### src/rtl/sram_stream_reader_if.sv
// sram_stream_reader_if: SRAM read port plus output stream bundle.
// master = reader side, slave = SRAM model / stream consumer side.
interface sram_stream_reader_if #(
  parameter int DATA_WIDTH = 8,
  parameter int ADDR_WIDTH = 4
);
  logic                  sram_cs;
  logic                  sram_we;
  logic [ADDR_WIDTH-1:0] sram_addr;
  logic [DATA_WIDTH-1:0] sram_din;
  logic [DATA_WIDTH-1:0] sram_dout;
  logic                  m_valid;
  logic                  m_ready;
  logic [DATA_WIDTH-1:0] m_data;
  logic                  m_last;

  modport master (
    output sram_cs, sram_we, sram_addr, sram_din,
    output m_valid, m_data, m_last,
    input  sram_dout, m_ready
  );

  modport slave (
    input  sram_cs, sram_we, sram_addr, sram_din,
    input  m_valid, m_data, m_last,
    output sram_dout, m_ready
  );
endinterface

### src/rtl/sram_stream_reader.sv
// sram_stream_reader: burst-reads SRAM into a 2-deep valid/ready stream.
// Optional SRAM_STREAM_READER_CHECKSUM_EN adds a per-burst beat checksum.
module sram_stream_reader #(
  parameter int DATA_WIDTH = 8,
  parameter int ADDR_WIDTH = 4
) (
  input  logic                  clk,
  input  logic                  rst_n,
  input  logic                  start,
  input  logic [ADDR_WIDTH-1:0] base_addr,
  input  logic [ADDR_WIDTH:0]   length,
  output logic                  busy,
  output logic                  done,
`ifdef SRAM_STREAM_READER_CHECKSUM_EN
  output logic [DATA_WIDTH-1:0] checksum,
`endif
  sram_stream_reader_if.master  bus
);

  typedef enum logic [1:0] {
    IDLE,
    RUN,
    DRAIN
  } state_t;

  localparam logic [ADDR_WIDTH:0] ONE = (ADDR_WIDTH+1)'(1);

  state_t                state;
  logic [ADDR_WIDTH-1:0] addr;
  logic [ADDR_WIDTH:0]   len_r;
  logic [ADDR_WIDTH:0]   issued;
  logic [ADDR_WIDTH:0]   beats;

  logic                  pend;
  logic [DATA_WIDTH-1:0] fifo [2];
  logic                  wr_ptr;
  logic                  rd_ptr;
  logic [1:0]            cnt;

  logic                  issue;
  logic                  valid;
  logic                  xfer;
  logic                  pop;
  logic                  capture;
  logic                  last;

  // A read may issue only while buffered plus in-flight words stay below 2.
  assign issue = (state == RUN) && ((cnt + {1'b0, pend}) < 2'd2);

  // The word returning this cycle is shown directly when the FIFO is empty.
  assign valid   = (cnt != 2'd0) || pend;
  assign xfer    = valid && bus.m_ready;
  assign pop     = xfer && (cnt != 2'd0);
  assign capture = pend && !((cnt == 2'd0) && xfer);
  assign last    = (beats == len_r - ONE);

  assign bus.sram_cs   = issue;
  assign bus.sram_we   = 1'b0;
  assign bus.sram_addr = addr;
  assign bus.sram_din  = '0;
  assign bus.m_valid   = valid;
  assign bus.m_last    = valid && last;
  assign bus.m_data    = (cnt != 2'd0) ? fifo[rd_ptr] :
                         (pend ? bus.sram_dout : '0);

  // Return-data capture and 2-entry FIFO bookkeeping.
  always_ff @(posedge clk or negedge rst_n) begin
    if (!rst_n) begin
      pend    <= 1'b0;
      wr_ptr  <= 1'b0;
      rd_ptr  <= 1'b0;
      cnt     <= 2'd0;
      fifo[0] <= '0;
      fifo[1] <= '0;
    end else begin
      pend <= issue;
      if (capture) begin
        fifo[wr_ptr] <= bus.sram_dout;
        wr_ptr       <= ~wr_ptr;
      end
      if (pop) rd_ptr <= ~rd_ptr;
      cnt <= cnt + {1'b0, capture} - {1'b0, pop};
    end
  end

  // Burst control: address walk, counters, busy and done.
  always_ff @(posedge clk or negedge rst_n) begin
    if (!rst_n) begin
      state  <= IDLE;
      busy   <= 1'b0;
      done   <= 1'b0;
      addr   <= '0;
      len_r  <= '0;
      issued <= '0;
      beats  <= '0;
    end else begin
      done <= 1'b0;
      if (issue) begin
        addr   <= addr + ADDR_WIDTH'(1);
        issued <= issued + ONE;
      end
      if (xfer) beats <= beats + ONE;
      unique case (state)
        IDLE: begin
          if (start) begin
            addr   <= base_addr;
            len_r  <= length;
            issued <= '0;
            beats  <= '0;
            if (length == '0) begin
              done <= 1'b1;
            end else begin
              state <= RUN;
              busy  <= 1'b1;
            end
          end
        end
        RUN: begin
          if (issue && (issued == len_r - ONE)) state <= DRAIN;
        end
        DRAIN: begin
          if (xfer && last) begin
            state <= IDLE;
            busy  <= 1'b0;
            done  <= 1'b1;
          end
        end
        default: begin
          state <= IDLE;
          busy  <= 1'b0;
        end
      endcase
    end
  end

`ifdef SRAM_STREAM_READER_CHECKSUM_EN
  // Running sum of transferred beats, restarted by each accepted start.
  always_ff @(posedge clk or negedge rst_n) begin
    if (!rst_n) begin
      checksum <= '0;
    end else if (start && (state == IDLE)) begin
      checksum <= '0;
    end else if (xfer) begin
      checksum <= checksum + bus.m_data;
    end
  end
`endif

endmodule

### src/flat_wrapper.sv
// flat-port wrapper written by rule: the top's interface ports become plain ports
module sram_stream_reader_flat 
#(
  parameter int DATA_WIDTH = 8,
  parameter int ADDR_WIDTH = 4
)
  (clk, rst_n, start, base_addr, length, busy, done, bus_sram_cs, bus_sram_we, bus_sram_addr, bus_sram_din, bus_m_valid, bus_m_data, bus_m_last, bus_sram_dout, bus_m_ready);
  sram_stream_reader_if #(.DATA_WIDTH(DATA_WIDTH), .ADDR_WIDTH(ADDR_WIDTH)) bus_i ();
  input  logic clk;
  input  logic rst_n;
  input  logic start;
  input  logic [ADDR_WIDTH-1:0] base_addr;
  input  logic [ADDR_WIDTH:0] length;
  output logic busy;
  output logic done;
  output wire logic [$bits(bus_i.sram_cs)-1:0] bus_sram_cs;
  output wire logic [$bits(bus_i.sram_we)-1:0] bus_sram_we;
  output wire logic [$bits(bus_i.sram_addr)-1:0] bus_sram_addr;
  output wire logic [$bits(bus_i.sram_din)-1:0] bus_sram_din;
  output wire logic [$bits(bus_i.m_valid)-1:0] bus_m_valid;
  output wire logic [$bits(bus_i.m_data)-1:0] bus_m_data;
  output wire logic [$bits(bus_i.m_last)-1:0] bus_m_last;
  input wire logic [$bits(bus_i.sram_dout)-1:0] bus_sram_dout;
  input wire logic [$bits(bus_i.m_ready)-1:0] bus_m_ready;
  assign bus_sram_cs = bus_i.sram_cs;
  assign bus_sram_we = bus_i.sram_we;
  assign bus_sram_addr = bus_i.sram_addr;
  assign bus_sram_din = bus_i.sram_din;
  assign bus_m_valid = bus_i.m_valid;
  assign bus_m_data = bus_i.m_data;
  assign bus_m_last = bus_i.m_last;
  assign bus_i.sram_dout = bus_sram_dout;
  assign bus_i.m_ready = bus_m_ready;
  sram_stream_reader #(.DATA_WIDTH(DATA_WIDTH), .ADDR_WIDTH(ADDR_WIDTH)) u_core (.clk(clk), .rst_n(rst_n), .start(start), .base_addr(base_addr), .length(length), .busy(busy), .done(done), .bus(bus_i));
endmodule
### config.mk
export PLATFORM = sky130hd
export DESIGN_NAME = sram_stream_reader_flat
export DESIGN_NICKNAME = d
export VERILOG_FILES = /design/src/rtl/sram_stream_reader_if.sv /design/src/rtl/sram_stream_reader.sv /design/src/flat_wrapper.sv
export SDC_FILE = /design/constraint.sdc
export NUM_CORES = 1
export LEC_CHECK = 0
export ABC_CLOCK_PERIOD_IN_PS = 4040
export BUFFER_PORTS_ARGS = -buffer_cell sky130_fd_sc_hd__buf_2
export CORE_ASPECT_RATIO = 1.2
export CORE_MARGIN = 2
export CORE_UTILIZATION = 59
export DETAILED_ROUTE_END_ITERATION = 8
export HOLD_SLACK_MARGIN = 0.02
export PLACE_DENSITY = 0.87
export SLEW_MARGIN = 30
export SYNTH_ARGS = -nofsm -noshare
export SYNTH_HDL_FRONTEND = slang
export SYNTH_SLANG_ARGS = --single-unit
### constraint.sdc
create_clock -name clk -period 4.04 [get_ports clk]
set_input_delay 0.202 -clock clk [delete_from_list [all_inputs] [get_ports clk]]
set_output_delay 0.202 -clock clk [all_outputs]
set_load 0.02 [all_outputs]
* After elaboration in Yosys (flattened, before gate mapping) *
Index checks and enable logic that the tools add are counted.

word-level totals
  bits in registers = 44
  word-level logic and storage cells = 85
  output and inout bits = 26

cells by class
  bitwise operators = 5
  reductions and logical operators = 18
  order comparisons = 4
  $add $sub $neg = 7
  equality and inequality tests = 8
  muxes and demuxes = 30

operators by type and width
  kind                                                      count
  2-to-1 mux 8 bit                                          6
  2-to-1 mux 5 bit                                          6
  bitwise mux 16 bit                                        1
  2-to-1 mux 4 bit                                          3
  adder 5 x 1 -> 5 bit, second input constant               2
  equality test 5 bit                                       2
  logical AND 1 bit                                         9
  demux 8 bit (select 1 bit)                                1
  2-to-1 mux 2 bit                                          4
  AND reduction 4 bit                                       2
  2-to-1 mux 1 bit                                          6
  inequality test 2 bit, second input constant              3
  case mux 2 bit (3 select lines)                           1
  zero test 5 bit                                           1
  subtractor 5 x 1 -> 5 bit, second input constant          1
  adder 2 x 1 -> 2 bit                                      2
  adder 4 x 1 -> 4 bit, second input constant               1
  greater-or-equal comparator 2 bit, second input constant  2
  zero test 2 bit                                           2
  inverter 1 -> 2 bit                                       2
  inverter 1 bit                                            3
  case mux 1 bit (3 select lines)                           1
  equality test 2 x 1 -> 1 bit, second input constant       1
  equality test 2 bit, second input constant                1
  other kinds (9)                                           9

* Logic depth before layout (Yosys ltp) *
  word-level depth = 8
  mapped depth = 7

* Worst setup path after synthesis *
OpenSTA, ideal clock, no wires.

  kind = reg2reg
  from = reg u_core.len_r[0]
  to = reg u_core.state[0]
  clock period less this slack = 1.987 ns
  setup time = 0.122 ns
  required time = 3.918 ns
  arrival time = 1.866 ns
  cell stages (with the launch flop) = 8
  path slack = 2.053 ns
  cell sequence = dfrtp_1 > inv_1 > ha_1 > xor2_1 > xnor2_1 > nand2_1 > or4b_1 > a32o_1

between the ends
  word-level cells in the longest chain between the ends = 5
  elaborated cells between the ends (all ways) = 8
  classes of those cells = 1 x add/sub; 4 x eq/ne; 3 x reduce/logical

ends and longest elaborated chain
  element                                                                            RTL line                                              text
  from (decl)                                                                        sram_stream_reader.sv:30                              logic [ADDR_WIDTH:0] len_r;
  from (signal assigned)                                                             sram_stream_reader.sv:107                             len_r <= length;
  subtractor 5 x 1 -> 5 bit (*)                                                      sram_stream_reader.sv:55, sram_stream_reader.sv:119
  equality test 5 bit (on tied branches)                                             sram_stream_reader.sv:119, sram_stream_reader.sv:55
  logical AND 1 bit (on tied branches)                                               sram_stream_reader.sv:119, sram_stream_reader.sv:122
  inequality test 2 bit (no line) or inequality test 2 x 1 -> 1 bit (tied branches)  --
  AND reduction 4 bit (no line) (*)                                                  --
  to (signal assigned)                                                               sram_stream_reader.sv:119                             if (issue && (issued == len_r - ONE)) state <= DRAIN;
  to (signal assigned)                                                               sram_stream_reader.sv:123                             state <= IDLE;
  to (signal assigned)                                                               sram_stream_reader.sv:129                             state <= IDLE;
  to (decl)                                                                          sram_stream_reader.sv:28                              state_t state;

Mark *: on every way between the ends. The rest lies on a longest branch, timed or not.
A chain may end at the register's enable or synchronous reset.

* Worst setup path after layout *
  from = reg u_core.len_r[0]
  to = out bus_m_last

between the ends
  word-level cells in the longest chain between the ends = 3

ends and longest elaborated chain
  element                    RTL line                  text
  subtractor 5 x 1 -> 5 bit  sram_stream_reader.sv:55  assign last = (beats == len_r - ONE);
  equality test 5 bit        sram_stream_reader.sv:55
  logical AND 1 bit          sram_stream_reader.sv:62  assign bus.m_last = valid && last;
  to (decl)                  flat_wrapper.sv:22        output wire logic [$bits(bus_i.m_last)-1:0] bus_m_last;

No other way between the ends.

==> key figures <==
Worst setup path
  – Reg2reg setup slack: 1.90 ns
  – Startpoint Class: flop
  – R2r startpoint: u_core.pend$_DFF_PN0_
  – CP Capture Type: output pin
  – CP Class: reg2out
  – WP data required: between 3 and 4 ns
  – Reg-to-Reg End: u_core.state[0]$_DFFE_PN0P_
  – Max FO, Critical Path: 4
  – FF-to-FF path depth: 5
  – WP data arrival: a little under 2 ns

Synthesis
  – Sequential area share after synthesis: between 40% and 50%
  – Synthesized area: ~2400 um2
  – Top cell type by total area after synthesis: dfrtp_1
  – Register bit total from synthesis: 44
  – Post-synthesis area per instance: 10.5 um2
  – Top_reg_cell synth: dfrtp_1
  – Netlist cell types: 39
  – Synth cell count leaders: dfrtp_1 (44), nand2_1 (23), mux2_2 (16), xor2_1 (16)
  – Top post-synthesis cells by area: dfrtp_1 (47%), mux2_2 (7.6%), xor2_1 (5.9%)
  – Async set-or-reset flop fraction in the synthesized netlist: between 90% and 100%
  – Gate Count Post-Synth: approximately 230
  – Post-synth EDFFs: 0
  – Post-synth top area share: a little under half
  – Synth warn: 0
  – Count leader, synth: dfrtp_1

Floorplan
  – CORE AREA: around 3900 um2
  – Die area: between 4000 and 5000 um2
  – # IOs: 47
  – Die Span Y: around 73 um
  – Initial Util: around three fifths
  – Horiz. Die Dim: 61.8 um
  – Std-Cell Rows: 25

Min path
  – Hold Path Sink: u_core.bus.sram_addr[2]$_DFF_PN0_
  – Min-delay src: base_addr[2]
  – Hold WC Path Type: in2reg
  – WHS Path Cells: 3

Finish
  – Layout area overhead: 11.9%
  – # diodes: 0
  – Fin nets: ~290
  – Share of layout cells above drive strength 1: between 20% and 30%
  – Fin util: between 60% and 70%
  – Non-Filler Instances: roughly 320

Clocking
  – Clock transition at the registers of the reported paths: around 0.080 ns
  – Resized cells post-CTS: 0
  – Max Root-Sink Buffers: 2
  – Number of H-tree levels: 2
  – Clk sink count: between 40 and 50
  – Clock Tree Root: clkbuf_8
  – CTS buffer count: 5
  – Worst-Skew Late Latency: around 0.3 ns
  – CTS tree: yes

STA
  – Fmax achieved: ~0.46 GHz
  – RSZ-0062 raised after global routing: no
  – Fin. max-slew vios: 0
  – Period Utilization, post-route: between 50 and 60%
  – Slew headroom: slightly below 50%
  – Min cycle time layout: approximately 2.2 ns
  – Final setup violation count: 0
  – Final hold vios: 0
  – Worst clock skew: ~0.0086 ns
  – Setup TNS: 0 ns
  – Slew at the pin with the worst max-slew slack: between 0.7 and 0.8 ns

Flow run
  – Max-cap violation count: 0

Route
  – DRC viols: 0
  – Vias per cell: about 5.3
  – Routed WL: between 4000 and 5000 um
  – Initial DRC count: 43
  – Wire per inst: approximately 14 um
  – Pre-Repair DR Iteration Count: 4
  – DRT antenna net count: 0
  – Vias: around 1700

Power
  – PD cells: 872 nW/um2
  – P_leak: approximately 1.2 nW
  – Peak supply drop: ~0.46 mV
  – Design Power: 0.00231 W

GRT
  – Largest net degree at the start of global routing: 45
  – Initial antenna violation count: 0
  – GR Overflow Total: 0
  – Total track usage: between 20% and 30%
  – First-pass GRT wire length: 7180 um
  – Vias in the first global route: between 1500 and 2000

Status
  – Outcome: finished clean

Placement
  – Placed insts: around 300
  – Port Buffers: 37
  – Gpl congestion: slightly below 0.8
  – HPWL after DPL: 3200 um
worst max-delay path, cell delays in order, from the launching register on:
cell and delay [ns]:
dfrtp_1 0.46, inv_1 0.09, ha_1 0.25, xor2_1 0.19, nor3_1 0.17, nor3_1 0.10, nor3b_1 0.22, buf_2 0.20
state kept, by name (all words and copies together) (netlist names), 2 cells and up:
register,flops
u_core.fifo,16
u_core.cnt,2
u_core.beats,5
u_core.issued,5
u_core.bus.sram_addr,4
u_core.state,2
u_core.len_r,5
kinds of logic after synthesis:
kind of cell               after synthesis  share of synthesized area (%)
and+or+nand+nor                         70                           14.8
AOI/OAI and AO/OA                       26                           6.72
DFF                                     44                           46.6
xor gates and xnor gates                28                           10.4
muxes                                   27                           12.3
other                                    1                          0.159
adders and majority gates                6                           3.17
buffers and inverters                   24                           5.98
cell usage in the layout (no fill, tap or decap), types with 2 or more instances in the layout:
cell / Yosys / layout
clkbuf_8: 0 / 5
xor2_1: 16 / 16
nor2_1: 14 / 14
mux2i_1: 11 / 11
nand3b_1: 2 / 2
xnor2_1: 12 / 12
nand4_1: 5 / 5
dfrtp_1: 44 / 44
conb_1: 1 / 9
ha_1: 6 / 6
inv_1: 5 / 5
buf_2: 2 / 36
mux2_2: 16 / 16
nor3_1: 3 / 3
nor3b_1: 2 / 2
o21ai_0: 14 / 14
nand2_1: 23 / 23
nand3_1: 9 / 9
and2_1: 3 / 3
nor2b_1: 2 / 2
a21oi_1: 3 / 3
where the power goes:
| group | total [W] | switching, W | internal (W) | leakage (nW) |
|---|---|---|---|---|
| registers | 0.000869 | 0.000222 | 0.000647 | 0.535 |
| clock network | 0.000331 | 0.000148 | 0.000184 | 0.0552 |
| logic | 0.00111 | 0.000592 | 0.000515 | 0.652 |
worst max-delay path by stage:
stage / to / cells after the start / slack, ns / startpoint
5_1_grt: bus_m_last / 7 / 1.68 / u_core.len_r[0]$_DFFE_PN0P_
3_5_place_dp: u_core.state[0]$_DFFE_PN0P_ / 5 / 1.92 / u_core.pend$_DFF_PN0_
4_1_cts: bus_m_last / 7 / 1.85 / u_core.len_r[0]$_DFFE_PN0P_
2_1_floorplan: u_core.state[0]$_DFFE_PN0P_ / 7 / 2.05 / u_core.len_r[0]$_DFFE_PN0P_
3_3_place_gp: u_core.state[0]$_DFFE_PN0P_ / 5 / 1.98 / u_core.pend$_DFF_PN0_
6_report: bus_m_last / 7 / 1.86 / u_core.len_r[0]$_DFFE_PN0P_
layout make-up:
type	count	area [um2]
timing repair buffer	38	198
tap	54	67.6
multi-input combinational	166	1150
fill	335	1230
inverter	5	18.8
clock buffer	6	72.6
clock inverter	2	35.0
sequential	44	1100
layer usage:
metal / share of wire (%) / track usage, % / routed length (um)
met5: 0 / 0 / 0
met4: 1.8 / 7.80 / 78
met3: 4.0 / 5.28 / 174
met2: 52 / 37.5 / 2250
met1: 42 / 25.8 / 1820
timing repair:
action | in CTS | in global routing
hold buffers | 0 | 1
setup buffers | 0 | 0
hold endpoints to repair | 0 | 44
per-stage QoR:
step | hold slack (ns) | setup slack (ns) | instance area, um2
global route | 0.109 | 1.68 | 2650
floorplan | -0.0936 | 2.05 | 2390
finish | 0.104 | 1.86 | 2650
global placement | 0.393 | 1.98 | 2520
CTS | 0.0780 | 1.85 | 2630
detailed placement | 0.402 | 1.92 | 2520
(Power assumes the default switching activity.)
